==> config.mk <==
export PLATFORM = sky130hd
export DESIGN_NAME = pwm_generator_multi
export DESIGN_NICKNAME = d
export VERILOG_FILES = /design/src/rtl/pwm_generator_multi.sv
export SDC_FILE = /design/constraint.sdc
export NUM_CORES = 1
export LEC_CHECK = 0
export ABC_AREA = 1
export BUFFER_PORTS_ARGS = -buffer_cell sky130_fd_sc_hd__buf_2
export CAP_MARGIN = 20
export CORE_ASPECT_RATIO = 0.5
export CORE_MARGIN = 8
export CORE_UTILIZATION = 45
export CTS_CLUSTER_DIAMETER = 100
export CTS_CLUSTER_SIZE = 25
export DETAILED_ROUTE_END_ITERATION = 6
export PLACE_DENSITY_LB_ADDON = 0.08
export SYNTH_ARGS = -nofsm -noshare
export SYNTH_HDL_FRONTEND = slang
export SYNTH_SLANG_ARGS = --single-unit
==> constraint.sdc <==
create_clock -name clk -period 3.5 [get_ports clk]
set_clock_uncertainty 0.05 [all_clocks]
set_input_delay 0 -clock clk [delete_from_list [all_inputs] [get_ports clk]]
set_output_delay 0 -clock clk [all_outputs]
set_load 0.01 [all_outputs]
==> src/rtl/pwm_generator_multi.sv <==
// pwm_generator_multi
//   NUM_CH independent PWM channels sharing one period counter. Each channel
//   has debounced increase/decrease buttons driving a saturating shadow duty
//   register. The shadow duty is copied to the active duty only at the period
//   boundary, so a period in progress is never cut short or stretched.
//   Output alignment is edge or centre, latched at the same boundary.
//
// Ports
//   clk            system clock, rising edge
//   rst_n          asynchronous active-low reset
//   increase_duty  raw increase button per channel (bit i = channel i)
//   decrease_duty  raw decrease button per channel
//   center_mode    0 = edge-aligned, 1 = centre-aligned (latched at wrap)
//   pwm_out        registered PWM outputs, lag pwm_cnt by one cycle
//   duty_out       shadow duty per channel, channel i at [i*CNT_W +: CNT_W]
//   period_wrap    high while the period counter sits at PERIOD-1
module pwm_generator_multi #(
  parameter int NUM_CH    = 4,
  parameter int CNT_W     = 8,
  parameter int PERIOD    = 10,
  parameter int STEP      = 1,
  parameter int DUTY_INIT = 5,
  parameter int DEB_DIV   = 25000000,
  parameter int DEB_W     = 28
) (
  input  logic                    clk,
  input  logic                    rst_n,
  input  logic [NUM_CH-1:0]       increase_duty,
  input  logic [NUM_CH-1:0]       decrease_duty,
  input  logic                    center_mode,
  output logic [NUM_CH-1:0]       pwm_out,
  output logic [NUM_CH*CNT_W-1:0] duty_out,
  output logic                    period_wrap
);

  localparam logic [DEB_W-1:0] DEB_LAST = DEB_W'(DEB_DIV - 1);
  localparam logic [CNT_W-1:0] CNT_LAST = CNT_W'(PERIOD - 1);
  localparam logic [CNT_W:0]   PERIOD_X = (CNT_W+1)'(PERIOD);
  localparam logic [CNT_W:0]   STEP_X   = (CNT_W+1)'(STEP);
  localparam logic [CNT_W-1:0] DUTY_RST = CNT_W'(DUTY_INIT);

  logic [DEB_W-1:0]  deb_cnt;
  logic              slow_en;
  logic [NUM_CH-1:0] inc_s1, inc_s2, dec_s1, dec_s2;
  logic [NUM_CH-1:0] inc_press, dec_press;
  logic [CNT_W-1:0]  shadow_q [NUM_CH];
  logic [CNT_W-1:0]  shadow_d [NUM_CH];
  logic [CNT_W-1:0]  active_q [NUM_CH];
  logic [CNT_W-1:0]  pwm_cnt;
  logic              mode_q;

  // Next shadow duty. Arithmetic is one bit wider than the register so the
  // increment cannot wrap before it is clamped to PERIOD.
  function automatic logic [CNT_W-1:0] next_duty(input logic [CNT_W-1:0] duty,
                                                  input logic inc,
                                                  input logic dec);
    logic [CNT_W:0] wide;
    logic [CNT_W:0] sum;
    wide = {1'b0, duty};
    sum  = wide + STEP_X;
    next_duty = duty;
    if (inc && !dec) begin
      next_duty = (sum > PERIOD_X) ? PERIOD_X[CNT_W-1:0] : sum[CNT_W-1:0];
    end else if (dec && !inc) begin
      next_duty = (wide < STEP_X) ? '0 : (wide - STEP_X) ;
    end
  endfunction

  // Compare for one channel. Centre mode places the high window so that its
  // width is still exactly duty clocks; odd slack puts the extra low clock
  // at the end of the period.
  function automatic logic pwm_bit(input logic [CNT_W-1:0] cnt,
                                   input logic [CNT_W-1:0] duty,
                                   input logic centre);
    logic [CNT_W:0] c, d, lo, hi;
    c  = {1'b0, cnt};
    d  = {1'b0, duty};
    lo = (PERIOD_X - d) >> 1;
    hi = lo + d;
    if (centre) pwm_bit = (c >= lo) && (c < hi);
    else        pwm_bit = (c < d);
  endfunction

  // Slow enable for debouncing.
  assign slow_en = (deb_cnt == DEB_LAST);

  always_ff @(posedge clk or negedge rst_n) begin
    if (!rst_n)       deb_cnt <= '0;
    else if (slow_en) deb_cnt <= '0;
    else              deb_cnt <= deb_cnt + DEB_W'(1);
  end

  // Button samplers only move on slow_en, so a held button produces exactly
  // one rising pair (s1=1, s2=0) and therefore one press.
  always_ff @(posedge clk or negedge rst_n) begin
    if (!rst_n) begin
      inc_s1 <= '0;
      inc_s2 <= '0;
      dec_s1 <= '0;
      dec_s2 <= '0;
    end else if (slow_en) begin
      inc_s1 <= increase_duty;
      inc_s2 <= inc_s1;
      dec_s1 <= decrease_duty;
      dec_s2 <= dec_s1;
    end
  end

  assign inc_press = inc_s1 & ~inc_s2 & {NUM_CH{slow_en}};
  assign dec_press = dec_s1 & ~dec_s2 & {NUM_CH{slow_en}};

  always_comb begin
    for (int i = 0; i < NUM_CH; i++) begin
      shadow_d[i] = next_duty(shadow_q[i], inc_press[i], dec_press[i]);
    end
  end

  // Shared period counter.
  assign period_wrap = (pwm_cnt == CNT_LAST);

  always_ff @(posedge clk or negedge rst_n) begin
    if (!rst_n)           pwm_cnt <= '0;
    else if (period_wrap) pwm_cnt <= '0;
    else                  pwm_cnt <= pwm_cnt + CNT_W'(1);
  end

  // Shadow, active duty and mode. Active copies only at the boundary.
  always_ff @(posedge clk or negedge rst_n) begin
    if (!rst_n) begin
      for (int i = 0; i < NUM_CH; i++) begin
        shadow_q[i] <= DUTY_RST;
        active_q[i] <= DUTY_RST;
      end
      mode_q <= 1'b0;
    end else begin
      for (int i = 0; i < NUM_CH; i++) begin
        shadow_q[i] <= shadow_d[i];
        if (period_wrap) active_q[i] <= shadow_q[i];
      end
      if (period_wrap) mode_q <= center_mode;
    end
  end

  // Registered outputs.
  always_ff @(posedge clk or negedge rst_n) begin
    if (!rst_n) begin
      pwm_out <= '0;
    end else begin
      for (int i = 0; i < NUM_CH; i++) begin
        pwm_out[i] <= pwm_bit(pwm_cnt, active_q[i], mode_q);
      end
    end
  end

  always_comb begin
    duty_out = '0;
    for (int i = 0; i < NUM_CH; i++) begin
      duty_out[i*CNT_W +: CNT_W] = shadow_q[i];
    end
  end

endmodule

## Word level (Yosys, flattened, before mapping)

Cells that the tools add are included.
Widths: inputs -> output; s select.

- Bits in registers: 121
- Word-level logic and storage cells: 108
- Output and inout bits: 37
- Input port bits: 11

- Multiplexer cells: 22
- Eq/ne operators: 2
- Add/sub/neg operators: 18
- Bitwise gates (word level): 6
- Magnitude comparators: 20
- Reduce and logical (&&, ||, !) cells: 24

Operator list:

| cell | number |
|---|---|
| $mux 8 | 17 |
| $add 8x1->9 const B | 4 |
| $add 8x8->9 | 4 |
| $gt 9x4->1 const B | 4 |
| $lt 8x9->1 | 4 |
| $sub 4x8->9 const A | 4 |
| $ge 8x8->1 | 4 |
| $lt 8x1->1 const B | 4 |
| $lt 8x8->1 | 4 |
| $sub 8x1->8 const B | 4 |
| $add 28x1->28 const B | 1 |
| $eq 28x25->1 const B | 1 |
| $mux 28 | 1 |
| $and 4x4->4 | 4 |
| $logic_and 1x1->1 | 12 |
| $add 8x1->8 const B | 1 |
| $eq 8x4->1 const B | 1 |
| $logic_not 1->1 | 8 |
| $not 4->4 | 2 |
| $reduce_bool 2->1 | 4 |
| $mux 1 | 4 |

## Depth between registers and ports, before layout

Gate-level depths: netlist of the first run.

- Depth after elaboration: 7
- Gate-level depth with buffers: 26
- Mapped depth without buffers: 26

## Worst setup path before layout of the first run

No wires, ideal clock.

- Kind: reg-to-reg
- From: register active_q[18] (netlist bit)
- To: register pwm_out[1]
- Buffers on the path: 0
- Setup slack: 500 ps
- Required time: 3328 ps
- Setup time: 122 ps
- Arrival: 2828 ps
- Stages on the path, launching flop included: 20
- Period minus slack after synthesis: 3000 ps
- Cell sequence: dfstp_2 -> inv_1 -> ha_1 -> a21oi_1 -> or2_2 -> nand2_1 -> ha_1 -> inv_1 -> nor2_1 -> or2_2 -> a21oi_1 -> o21ai_0 -> xor2_1 -> ha_1 -> nand2_1 -> inv_1 -> nand4_1 -> nand3b_1 -> nand3b_1 -> nand2_1

- Longest elaborated chain between the ends: 5
- Elaborated cells between the ends (all ways): 7
- Classes of those cells: 2 x add/sub; 3 x order compare; 1 x mux; 1 x reduce/logical

RTL lines:

| element | RTL line | RTL |
|---|---|---|
| start, declared | 48 | `logic [CNT_W-1:0] active_q [NUM_CH];` |
| start signal, assigned by index | 138 | `if (period_wrap) active_q[i] <= shadow_q[i];` |
| $sub 4x8->9 | 78 | `lo = (PERIOD_X - d) >> 1;` |
| $add 8x8->9 | 79 | `hi = lo + d;` |
| $lt 8x9->1 | 80 | `if (centre) pwm_bit = (c >= lo) && (c < hi);` |
| $logic_and 1x1->1 | 80 |  |
| $mux 1 * | 80 |  |
| end signal, assigned by index | 150 | `pwm_out[i] <= pwm_bit(pwm_cnt, active_q[i], mode_q);` |
| end, declared | 31 | `output logic [NUM_CH-1:0] pwm_out,` |

Every way passes the cells marked *; elsewhere a longest branch is shown, timed or not.
A chain may end at the register's enable or synchronous reset.

## Final worst setup path of the first run

Ends and elaborated chain as after synthesis.

==> results by group, run 1 <==
Power
  • Combinational power share: 0.014
  • NetSw: 0.720 mW
  • Int Pwr: 2.61 mW
  • Pleak: 6.10 nW
  • Power Dens Cells: 289 nW/um^2
  • Seq pwr share: 0.421
  • Clock share of power: 0.565
  • Maximum VDD drop: 0.000300 V
  • Sw Ratio: 0.216

STA
  • Setup ws final: 204 ps
  • Final setup vio count: 0
  • Worst slew pin tran: 985 ps
  • Min Tclk post-route: 3300 ps
  • Crit share post-route: 0.942
  • Final hold viol count: 0
  • Max_slew headroom: 0.344
  • Final Max Slew Viols: 0
  • Fmax: 303 MHz
  • Setup TNS: 0 ps

GRT
  • Gr ovfl total: 0
  • Initial antenna violation count: 0
  • First-pass GRT wire length: 41,900 um
  • Largest net degree at the start of global routing: 72
  • Vias in the first global route: 8,571
  • Total GRT Usage: 0.182

Synth
  • Post-synthesis sequential area ratio: 0.301
  • Yosys top cell area share: 0.259
  • Dominant cell type by area after synthesis: dfrtp_1
  • Distinct cells, synth: 45
  • Syn_nets: 1,524
  • Number of synthesized flops with an enable pin: 0
  • Post-Syn Instances: 1,357
  • Synth async-reset ratio: 1.00
  • Count leader, synth: nand2_1
  • Area contributors post-synth: dfrtp_1 (26%), ha_1 (19%), nand2_1 (11%)
  • YS warnings: 0
  • Main synth FF type: dfrtp_1
  • Avg Cell Area, Syn: 7.47 um^2
  • Top cells by count, synth: nand2_1 (307), inv_1 (202), ha_1 (155)
  • Seq cells post-synth: 121
  • Synth Cell Area: 10,100 um^2

Floorplanning
  • Core area: 21,900 um^2
  • Initial core utilization: 0.463
  • Chip width: 228 um
  • Die area: 27,900 um^2
  • Ports: 48
  • Num rows: 38
  • Chip height: 122 um

Critical path
  • Worst path cell trace: inv_1, ha_1, a21oi_2, nand2_1, nand3_1, nor2_1, xor2_1, inv_1, ha_2, nand4_1, o221ai_2, xnor2_1, ha_1, nand4_1, nand3b_1, nand3b_1, nand2_1
  • Startpoint Class: register
  • CP bufs+invs: 2
  • Crit end category: register
  • Crit Path Max Fanout: 5
  • Critical Path RT: 3760 ps
  • Slowest cell on crit path: dfstp_2
  • Largest delay share family, worst path: simple AND/OR/NAND/NOR gates
  • Critical path class: register to register
  • CP peak stage delay: 540 ps
  • Crit path arrival time: 3560 ps

Worst hold path
  • Tightest Hold Check Type: input port to async pin

Placed design
  • IO Port Bufs: 47
  • Cell Area, Placed: 10,700 um^2
  • Inst Count DP: 1,693
  • GPL Wtd Cong: 0.902
  • Dpl ws: 236 ps
  • HPWL Detailed: 18,700 um

Cells and area
  • Area growth syn-to-layout: 13.7%
  • Post-layout instance area: 11,500 um^2
  • Reg area: 3050 um^2
  • Final non-filler cell total: 1,737
  • Filler instances: 2,188
  • Layout cells sized above 1: 0.0898
  • Fin nets: 1,591
  • Antenna Cells: 0
  • Multi-input gate area: 6280 um^2

Flow run
  • Max Cap Viol: 0

Routing
  • Residual DRC: 0
  • Final WL: 25,400 um
  • 1st-iter DRT viols: 458
  • DRT antenna net count: 0
  • Drt wl/cell: 14.6 um
  • Vias: 8,950
  • 1st-pass router iterations: 6
  • Vias per inst: 5.15

Clocking
  • CTS H-tree lvls: 4
  • Clock transition at the registers of the reported paths: 60 ps
  • Clock sink total: 121
  • Clock tree buffer depth: 2
  • Number of buffers created by CTS: 17
  • Clock insertion delay at the later pin of the skew report: 430 ps
  • CTS root buf: clkbuf_16
  • CTS tree: built

Outcome
  • Outcome: complete, no violations
## layer usage
layer	GRT usage	vias to the layer above	wire, um
met4	0.0590	0	325
met1	0.252	4178	13000
met3	0.0341	24	938
met5	0	-	0
li1	-	4602	-
met2	0.286	146	11100
## power by group through the flow
stage	Combinational [mW]	Sequential, mW	Clock [mW]
finish	0.0481	1.40	1.88
CTS	0.0511	1.40	1.93
global route	0.0562	1.40	1.99
global placement	0.0416	1.43	0
floorplan	0.00223	1.43	0
detailed placement	0.0425	1.43	0
## path summary, 6_finish.rpt
kind | cells past startpoint | startpoint | to | slack [ps]
worst max-delay path | 17 | active_q[18] | pwm_out[1] | 200
worst min-delay path | 2 | rst_n | dec_s2[1] | 200
worst max register to register | 17 | active_q[18] | pwm_out[1] | 200
worst min register to register | 2 | dec_s2[3] | dec_s2[3] | 420
max in group asynchronous | 3 | rst_n | duty_out[24] | 2300
min in group clk | 4 | increase_duty[3] | inc_s1[3] | 260
## timing repair
item,4_1_cts,5_1_grt
hold buffers,10,0
buffers inserted,0,2
setup endpoints to repair,0,3
gates resized for setup,0,10
endpoints found under the hold margin,67,0
## cells in the final DEF, fill, tap and decap left out, types with 9 or more instances in the layout
master / instances
xnor2_1: 22
nand3_1: 54
a21oi_1: 83
nand2_1: 307
clkbuf_16: 17
ha_1: 154
nor3_1: 26
nand4_1: 27
o2111ai_1: 11
inv_1: 202
o21ai_0: 75
dlygate4sd3_1: 10
dfrtp_1: 105
dfstp_2: 16
xor2_1: 47
nor2_1: 120
buf_4: 9
buf_2: 46
## flip-flops by register name, indices dropped and copies added (netlist names)
signal,cells
inc_s1,4
dec_s1,4
pwm_out,4
inc_s2,4
dec_s2,4
duty_out,32
deb_cnt,28
pwm_cnt,8
active_q,32
mode_q,1
## layout make-up
| class | count | share of cell area |
|---|---|---|
| multi-input combinational | 1010 | 0.545 |
| sequential | 121 | 0.264 |
| inverter | 208 | 0.0679 |
| clock buffer | 19 | 0.0376 |
| timing repair buffer | 66 | 0.0363 |
| tap | 300 | 0.0326 |
| clock inverter | 13 | 0.0166 |
## cells by family after synthesis
family,count (synthesis),synth area share
flops,121,0.301
buf+inv,226,0.0849
xor+xnor,71,0.0613
simple gates,576,0.245
fa+ha+maj,156,0.193
compound gates,207,0.114
## worst register-to-register path, cell delays in order, from the launching register on
cell and delay [ps]:
dfstp_2 540, inv_1 80, ha_1 200, a21oi_2 150, nand2_1 110, nand3_1 110, nor2_1 70, xor2_1 220
inv_1 80, ha_2 380, nand4_1 160, o221ai_2 220, xnor2_1 100, ha_1 290, nand4_1 110, nand3b_1 190
nand3b_1 90, nand2_1 50
## through the flow
step | utilization | hold slack, ps | total power, mW
after global routing | 0.527 | 248 | 3.45
after CTS | 0.524 | 224 | 3.38
after floorplan | - | -346 | 1.43
final | 0.527 | 196 | 3.33
after global placement | 0.491 | 141 | 1.47
after detailed placement | 0.491 | 147 | 1.47
Power figures use the tool's default switching activity.
==> inputs of run 2 (changes only) <==
- RECOVER_POWER: unset -> 25
==> run 2 against run 1 <==
The run now ends with capacitance limit, slew limit left. Cell area hardly changed. Non-clock buffer count unchanged. Routed wire length hardly changed. Combinational power barely moved. Sequential power hardly changed. Clock power about the same. First-iteration DRC count unchanged. Critical path type unchanged. Critical endpoint unchanged. Largest cell class unchanged. Largest power group unchanged.
==> results by group, run 2 (synthesis results as in run 1) <==
Critical path
  • Critical path class: register to register
  • Crit path arrival time: 3560 ps (about the same)
  • Crit end category: register
  • Startpoint Class: register
  • Crit Path Max Fanout: 5 (unchanged)
  • Critical Path RT: 3760 ps (about the same)

Power
  • Maximum VDD drop: 0.000298 V (-0.71%)
  • Pleak: 6.09 nW (-0.23%)
  • Power Total: 3.33 mW (about the same)
  • Power Dens Cells: 289 nW/um^2 (about the same)

Cells and area
  • Final non-filler cell total: 1,737 (unchanged)
  • Commonest non-fill, non-tap cell in the layout: nand2_1
  • Most frequent cells in the layout: nand2_1 (307), inv_1 (202), ha_1 (154)
  • Layout cells sized above 1: 0.0877 (-0.00209)
  • Post-route core utilization: 0.527 (about the same)
  • Post-layout instance area: 11,500 um^2 (about the same)
  • Fin nets: 1,591 (unchanged)
  • Area growth syn-to-layout: 13.6% (about the same)
  • Antenna Cells: 0 (unchanged)

Placed design
  • IO Port Bufs: 47 (unchanged)
  • Inst Count DP: 1,693 (unchanged)
  • Dpl ws: 236 ps (unchanged)
  • HPWL Detailed: 18,700 um (unchanged)
  • Cell Area, Placed: 10,700 um^2 (unchanged)
  • GPL Wtd Cong: 0.902 (unchanged)

Routing
  • Vias per inst: 5.15 (about the same)
  • 1st-pass router iterations: 7 (+1)
  • Vias: 8,942 (-0.089%)
  • DRT antenna net count: 0 (unchanged)
  • 1st-iter DRT viols: 458 (unchanged)
  • Residual DRC: 0 (unchanged)
  • Drt wl/cell: 14.6 um (about the same)
  • Final WL: 25,400 um (about the same)

Clocking
  • Clock sink total: 121 (unchanged)
  • CTS H-tree lvls: 4 (unchanged)
  • Clock transition at the registers of the reported paths: 60 ps (about the same)
  • CTS tree: built
  • Clock insertion delay at the later pin of the skew report: 430 ps (about the same)
  • CTS root buf: clkbuf_16
  • Number of buffers created by CTS: 17 (unchanged)
  • Clock tree buffer depth: 2 (unchanged)

STA
  • Final setup vio count: 0 (unchanged)
  • Final Max Slew Viols: 70 (+70)
  • Max_slew headroom: -0.174 (-0.518)
  • WHS: 259 ps (+63.8 ps)
  • Crit share post-route: 0.941 (about the same)
  • Fmax: 304 MHz (about the same)
  • Worst slew pin tran: 1760 ps (+776 ps)
  • Setup TNS: 0 ps (unchanged)
  • Min Tclk post-route: 3290 ps (-1.10 ps)
  • Final hold viol count: 0 (unchanged)
  • Setup ws final: 205 ps (+1.10 ps)

Floorplanning
  • Initial core utilization: 0.463 (unchanged)
  • Num rows: 38 (unchanged)
  • Die area: 27,900 um^2 (unchanged)
  • Chip width: 228 um (unchanged)
  • Ports: 48 (unchanged)
  • Chip height: 122 um (unchanged)
  • Core area: 21,900 um^2 (unchanged)

Outcome
  • Outcome: complete, but fails checks
  • Violated checks: capacitance limit, slew limit

GRT
  • Gr ovfl total: 0 (unchanged)
  • Total GRT Usage: 0.182 (unchanged)
  • Initial antenna violation count: 0 (unchanged)
  • Vias in the first global route: 8,571 (unchanged)
  • First-pass GRT wire length: 41,900 um (unchanged)
  • Largest net degree at the start of global routing: 72 (unchanged)

Worst hold path
  • Tightest Hold Check Type: input port to register

Flow run
  • Max Cap Viol: 1 (+1)
-- run 2: cell count changes in the layout (fill, tap and decap cells not counted) --
cell      previous run  this run
buf_2               46        43
clkbuf_2             0         1
clkbuf_1             2         5
buf_4                9         8
-- run 2: final cells by class --
cell class	count	area (um^2)
Fill cell	2189	10400
Multi-Input combinational cell	1010	6280
Sequential cell	121	3050
Inverter	208	782
Clock buffer	19	433
Timing Repair Buffer	66	412
Tap cell	300	375
Clock inverter	13	191
-- run 2: power breakdown --
group	total, mW	switching [mW]	internal (mW)
registers	1.40	0.00133	1.40
clock network	1.88	0.684	1.20
logic	0.0478	0.0334	0.0144
total	3.33	0.719	2.61
-- run 2: routing by layer --
metal / share of wire / routed length, um / vias to the layer above / global-route usage
li1: - / - / 4600 / -
met1: 0.51 / 13000 / 4177 / 0.252
met2: 0.44 / 11100 / 140 / 0.286
met3: 0.038 / 972 / 25 / 0.0341
met4: 0.014 / 358 / 0 / 0.0590
met5: 0 / 0 / - / 0
-- run 2: final timing paths --
path,start,endpoint,slack [ps],cells past startpoint
setup / recovery,active_q[18],pwm_out[1],210,17
hold / removal,increase_duty[3],inc_s1[3],260,4
setup reg to reg,active_q[18],pwm_out[1],210,17
hold reg to reg,dec_s2[3],dec_s2[3],420,2
max in group asynchronous,rst_n,duty_out[24],1670,3
min in group asynchronous,rst_n,dec_s2[1],540,2
-- run 2: timing repair --
| action | 4_1_cts | 5_1_grt |
|---|---|---|
| hold buffers | 10 | 0 |
| endpoints found under the hold margin | 67 | 0 |
| endpoints found under the setup margin | 0 | 3 |
| resized for setup | 0 | 10 |
| setup buffers | 0 | 2 |
-- run 2: critical path: stages, from the launching register on --
cell,delay (ps)
dfstp_2,540
inv_1,80
ha_1,200
a21oi_2,150
nand2_1,110
nand3_1,110
nor2_1,70
xor2_1,220
inv_1,80
ha_2,380
nand4_1,160
o221ai_2,220
xnor2_1,100
ha_1,290
nand4_1,110
nand3b_1,190
nand3b_1,90
nand2_1,50
